===== config.mk =====
export PLATFORM = sky130hd
export DESIGN_NAME = ship_count_arbiter
export DESIGN_NICKNAME = d
export VERILOG_FILES = /design/src/rtl/ship_count_arbiter.sv
export SDC_FILE = /design/constraint.sdc
export NUM_CORES = 1
export LEC_CHECK = 0
export BUFFER_PORTS_ARGS = -buffer_cell sky130_fd_sc_hd__buf_2
export CORE_ASPECT_RATIO = 0.5
export CORE_MARGIN = 2
export CORE_UTILIZATION = 25
export CTS_CLUSTER_DIAMETER = 150
export DETAILED_ROUTE_END_ITERATION = 6
export PLACE_DENSITY = 0.54
export SLEW_MARGIN = 20
export SYNTH_ARGS = -nofsm -noshare
export SYNTH_HDL_FRONTEND = slang
export SYNTH_SLANG_ARGS = --single-unit

===== constraint.sdc =====
create_clock -name clk -period 3.2 [get_ports clk]
set_input_delay 0.16 -clock clk [delete_from_list [all_inputs] [get_ports clk]]
set_output_delay 0.16 -clock clk [all_outputs]
set_load 0.005 [all_outputs]

===== src/rtl/ship_count_arbiter.sv =====
// Ship-count arbiter: validates and locks one count per player, then resolves the minimum; DECISION_TIMEOUT_EN adds a COLLECT timeout.
// Latency: lock one cycle after the sampled confirm edge, decided two cycles after the last lock.
// No backpressure: confirm edges outside COLLECT or on locked players are dropped; abort/start-fall win over everything.
module ship_count_arbiter #(
  parameter int NUM_PLAYERS    = 2,
  parameter int CNT_W          = 3,
  parameter int MIN_SHIPS      = 1,
  parameter int MAX_SHIPS      = 5,
  parameter int TIMEOUT_CYCLES = 50_000_000,
  parameter int DEFAULT_SHIPS  = 3
) (
  input  logic                         clk,
  input  logic                         rst,
  input  logic                         start,
  input  logic                         abort,
  input  logic [NUM_PLAYERS*CNT_W-1:0] amount,
  input  logic [NUM_PLAYERS-1:0]       confirm,
  output logic [NUM_PLAYERS-1:0]       locked,
  output logic [NUM_PLAYERS-1:0]       reject,
  output logic [NUM_PLAYERS*CNT_W-1:0] player_counts,
  output logic [CNT_W-1:0]             final_count,
  output logic                         decided,
  output logic                         timed_out
);

  if (NUM_PLAYERS < 1 || NUM_PLAYERS > 8 || MAX_SHIPS >= (1 << CNT_W) || MIN_SHIPS > MAX_SHIPS ||
      TIMEOUT_CYCLES < 1 || DEFAULT_SHIPS < MIN_SHIPS || DEFAULT_SHIPS > MAX_SHIPS) begin : g_bad_cfg
    $error("ship_count_arbiter: illegal parameter set");
  end

  typedef enum logic [1:0] {IDLE, COLLECT, RESOLVE, DONE} state_t;

  state_t                   state, state_nxt;
  logic [NUM_PLAYERS-1:0]   confirm_q, rise, in_range, take, bad, force_lk;
  logic [CNT_W-1:0]         min_cnt;
  logic                     run;

  assign run  = start & ~abort;
  assign rise = confirm & ~confirm_q;

  always_comb begin
    in_range = '0;
    for (int i = 0; i < NUM_PLAYERS; i++)
      in_range[i] = (amount[i*CNT_W +: CNT_W] >= CNT_W'(MIN_SHIPS)) &&
                    (amount[i*CNT_W +: CNT_W] <= CNT_W'(MAX_SHIPS));
  end

  assign take = rise & ~locked & in_range;
  assign bad  = rise & ~locked & ~in_range;

  always_comb begin
    min_cnt = player_counts[CNT_W-1:0];
    for (int i = 1; i < NUM_PLAYERS; i++)
      if (player_counts[i*CNT_W +: CNT_W] < min_cnt)
        min_cnt = player_counts[i*CNT_W +: CNT_W];
  end

`ifdef DECISION_TIMEOUT_EN
  localparam int TW = $clog2(TIMEOUT_CYCLES + 1);
  logic [TW-1:0] tmo_cnt;
  logic          tmo_hit;

  assign tmo_hit = (state == COLLECT) && (tmo_cnt == TW'(TIMEOUT_CYCLES - 1));
  // A valid confirm in the timeout cycle keeps the player's own count.
  assign force_lk = tmo_hit ? (~locked & ~take) : '0;

  always_ff @(posedge clk or negedge rst) begin
    if (!rst)                  tmo_cnt <= '0;
    else if (state == COLLECT) tmo_cnt <= tmo_cnt + TW'(1);
    else                       tmo_cnt <= '0;
  end

  always_ff @(posedge clk or negedge rst) begin
    if (!rst)                                timed_out <= 1'b0;
    else if (state == IDLE || !run)          timed_out <= 1'b0;
    else if (state == COLLECT && |force_lk)  timed_out <= 1'b1;
  end
`else
  assign force_lk  = '0;
  assign timed_out = 1'b0;
`endif

  always_comb begin
    state_nxt = state;
    case (state)
      IDLE:    if (run) state_nxt = COLLECT;
      COLLECT: if (!run) state_nxt = IDLE;
               else if (&locked) state_nxt = RESOLVE;
      RESOLVE: state_nxt = run ? DONE : IDLE;
      DONE:    if (!run) state_nxt = IDLE;
      default: state_nxt = IDLE;
    endcase
  end

  always_ff @(posedge clk or negedge rst) begin
    if (!rst) begin
      state         <= IDLE;
      confirm_q     <= '0;
      locked        <= '0;
      reject        <= '0;
      player_counts <= '0;
      final_count   <= '0;
      decided       <= 1'b0;
    end else begin
      state     <= state_nxt;
      confirm_q <= confirm;
      reject    <= '0;
      decided   <= 1'b0;
      if (state == IDLE || !run) begin
        locked        <= '0;
        player_counts <= '0;
        final_count   <= '0;
      end else if (state == COLLECT) begin
        locked <= locked | take | force_lk;
        reject <= bad;
        for (int i = 0; i < NUM_PLAYERS; i++) begin
          if (take[i])
            player_counts[i*CNT_W +: CNT_W] <= amount[i*CNT_W +: CNT_W];
          else if (force_lk[i])
            player_counts[i*CNT_W +: CNT_W] <= CNT_W'(DEFAULT_SHIPS);
        end
      end else if (state == RESOLVE) begin
        final_count <= min_cnt;
        decided     <= 1'b1;
      end
    end
  end

endmodule


==> results by group <==
Run status
  • Outcome: finished, final reports clean

STA
  • Setup Skew: ~4.3 ps
  • TNS Setup: 0 ps
  • Crit path time final: about 1500 ps
  • FMAX: between 600 and 700 MHz
  • Slew Limit Fails: 0
  • Final setup viols: 0
  • Fin. Hold Viols: 0
  • Unrepaired setup endpoints after global routing: false
  • Final WS setup: around 1700 ps
  • Tcrit/Tclk final: 0.4624

Clock network
  • Sink Count: 18
  • Postcts setup bufs: 0
  • Worst-path clk slew: 70 ps
  • Root Driver: clkbuf_8
  • Worst-case clock buffer depth: 2
  • CTS tree: built
  • Clock latency on the worst-skew pair: 250 ps
  • H-tree depth: 1
  • Num CTS Buffers: 3

Job
  • # Max-Cap Violations: 0

Layout
  • Share of cells above drive strength 1: 0.3981
  • Antenna cells: 0
  • Layout area overhead: 27.80%
  • Commonest non-fill, non-tap cell in the layout: buf_2
  • Layout fillers: about 330
  • Post-route design area: 1070 sq um
  • Final #Nets: roughly 120
  • Register Area: 450.4 sq um
  • Area occupied by multi-input gates: between 300 and 400 sq um
  • Most frequent cells in the layout: 25 x buf_2, 18 x dfrtp_1, 10 x nand2_1, 5 x inv_1

Critical path
  • Worst Setup SP: player_counts[2]$_DFFE_PN0P_
  • Worst path arrival time: 1610 ps
  • CP startpoint kind: flop
  • CP endpoint kind: flop
  • Setup CP Type: flop to flop
  • CP Max Fanout: 3
  • WP data required: around 3300 ps
  • Reg-to-reg slack, setup: between 1500 and 2000 ps
  • Beginning of the worst register-to-register path: player_counts[2]$_DFFE_PN0P_

Die
  • Initial Util: 0.2700
  • I/O pins: 27
  • Core area: about 3100 sq um
  • Die area: 3855 sq um
  • Die Width: 85.83 um
  • Core Rows: 14
  • Die Height: ~45 um

Drt
  • WL/cell: approximately 12 um
  • Post-DRT Antenna Nets: 0
  • Drt first pass iters: 4
  • # DRC: 0
  • Vias per cell: ~4.5
  • Total Wirelength: 1.718 mm
  • Via count: 640
  • DRT iter0 DRCs: 16

Logic synthesis
  • Area leader, netlist: dfrtp_1
  • Synthesized area per cell: approximately 11 sq um
  • Share of the synthesized area in the top cell type: 0.5381
  • Number of synthesized register bits: 18
  • Post-Syn Nets: 88
  • Synth warn: 0
  • Synth cell types: 25
  • Seq/Total Area, Yosys: 0.5381
  • Mapped Cells: 74
  • Synth Cell Area: about 840 sq um
  • Largest cells by area after synthesis: dfrtp_1 54%, nand2_1 4.5%, a32o_2 4.0%, a32o_1 3.6%, ha_1 3.0%

Global routing
  • Vias in the first global route: approximately 620
  • GR Overflow Total: 0
  • M3 GR Usage: 0.03839
  • Initial antenna violation count: 0
  • Met1 usage: 0.1291
  • GRT Total Usage: 0.09861
  • Pin count of the biggest net entering global routing: 19
  • GRT Max-Usage Layer: met2
  • First-pass GRT wire length: between 2 and 3 mm
  • Routing usage on met2: 0.1594

Min path
  • Hold Path Class: input port to flop
  • Hold path start: confirm[1]

Pwr
  • Maximum vdd drop: between 0.15 and 0.2 mV
  • Pwr Total: around 0.45 mW
  • Leak: approximately 0.57 nW
  • Power per cell area: about 420 nW/um^2

Place
  • Dpl ws: approximately 1700 ps
  • IO buf count: 25
  • DP HPWL: around 1.4 mm
  • Dpl cell area: between 1000 and 1500 sq um
  • GPL Wtd Cong: between 0.7 and 0.8
## final cells by class
class,instances,area share
inverters,5,0.01754
well taps,40,0.04678
multi-input cells,50,0.3368
clock buffers,4,0.05146
flip-flops and latches,18,0.4211
repair buffers,26,0.1263
## final timing paths
check                                             end  depth (start not counted)
min                            confirm_q[1]$_DFF_PN0_                          1
min in group asynchronous         reject[1]$_DFF_PN0_                          2
max                        final_count[0]$_DFFE_PN0P_                          6
max reg2reg                final_count[0]$_DFFE_PN0P_                          6
max in group asynchronous  final_count[2]$_DFFE_PN0P_                          2
min reg2reg                final_count[0]$_DFFE_PN0P_                          2
## metal layers
metal / vias up / wire (um)
li1: 330 / -
met1: 297 / 839
met4: 0 / 19
met5: - / 0
met2: 11 / 770
met3: 2 / 88
## worst max-delay path, stage by stage (launching register included)
cell and delay (ps):
dfrtp_1 370, inv_1 60, ha_1 300, a21oi_1 230, o21ai_1 150, mux2i_1 170, o21ai_0 80
## state kept, by name, indices dropped and copies added, names as in the netlist
register	flops
confirm_q	2
final_count	3
decided	1
player_counts	6
locked	2
state	2
reject	2
## report_power, final
group	internal, mW	total, mW	switching (mW)
Combinational	0.0132	0.0317	0.0185
Clock	0.109	0.183	0.0733
Sequential	0.230	0.232	0.00164
Total	0.352	0.446	0.0934
## per-stage QoR
stage | hold slack [ps] | instances | util
3_3_place_gp | 113.1 | 138 | 0.3241
6_report | 24.25 | 143 | 0.3450
4_1_cts | 19.69 | 143 | 0.3450
3_5_place_dp | 114.4 | 138 | 0.3241
2_1_floorplan | -135.6 | 74 | -
5_1_grt | 18.77 | 143 | 0.3450
## cells in the mapped netlist
cell type and n:
ha_1 2, a21oi_1 4, a21oi_2 1, and2_2 1
nor2b_1 1, inv_1 5, o21ai_0 4, nor3_1 2
dfrtp_1 18, conb_1 1, nor3b_4 1, nor2b_4 1
a32o_1 3, and3_4 2, o31a_2 1, nor2_1 3
nand2_1 10, a21o_1 1, buf_4 1, a32o_2 3
nor3b_2 2, a41oi_1 1, mux2i_1 2, nand3_1 3
o21ai_1 1
## cell families (layout without fill, tap and decap cells)
| kind of cell | Yosys count | in the layout | synth area share |
|---|---|---|---|
| fa+ha+maj | 2 | 2 | 0.02989 |
| buf+inv | 6 | 35 | 0.03140 |
| other cells | 1 | 1 | 0.004480 |
| flops | 18 | 18 | 0.5381 |
| compound gates | 19 | 19 | 0.1719 |
| mux | 2 | 2 | 0.02392 |
| simple gates | 26 | 26 | 0.2003 |
## what timing repair did
action,in CTS,in global routing
resized for setup,0,0
endpoints found under the hold margin,18,0
hold buffers,1,0
Power figures use the tool's default switching activity.
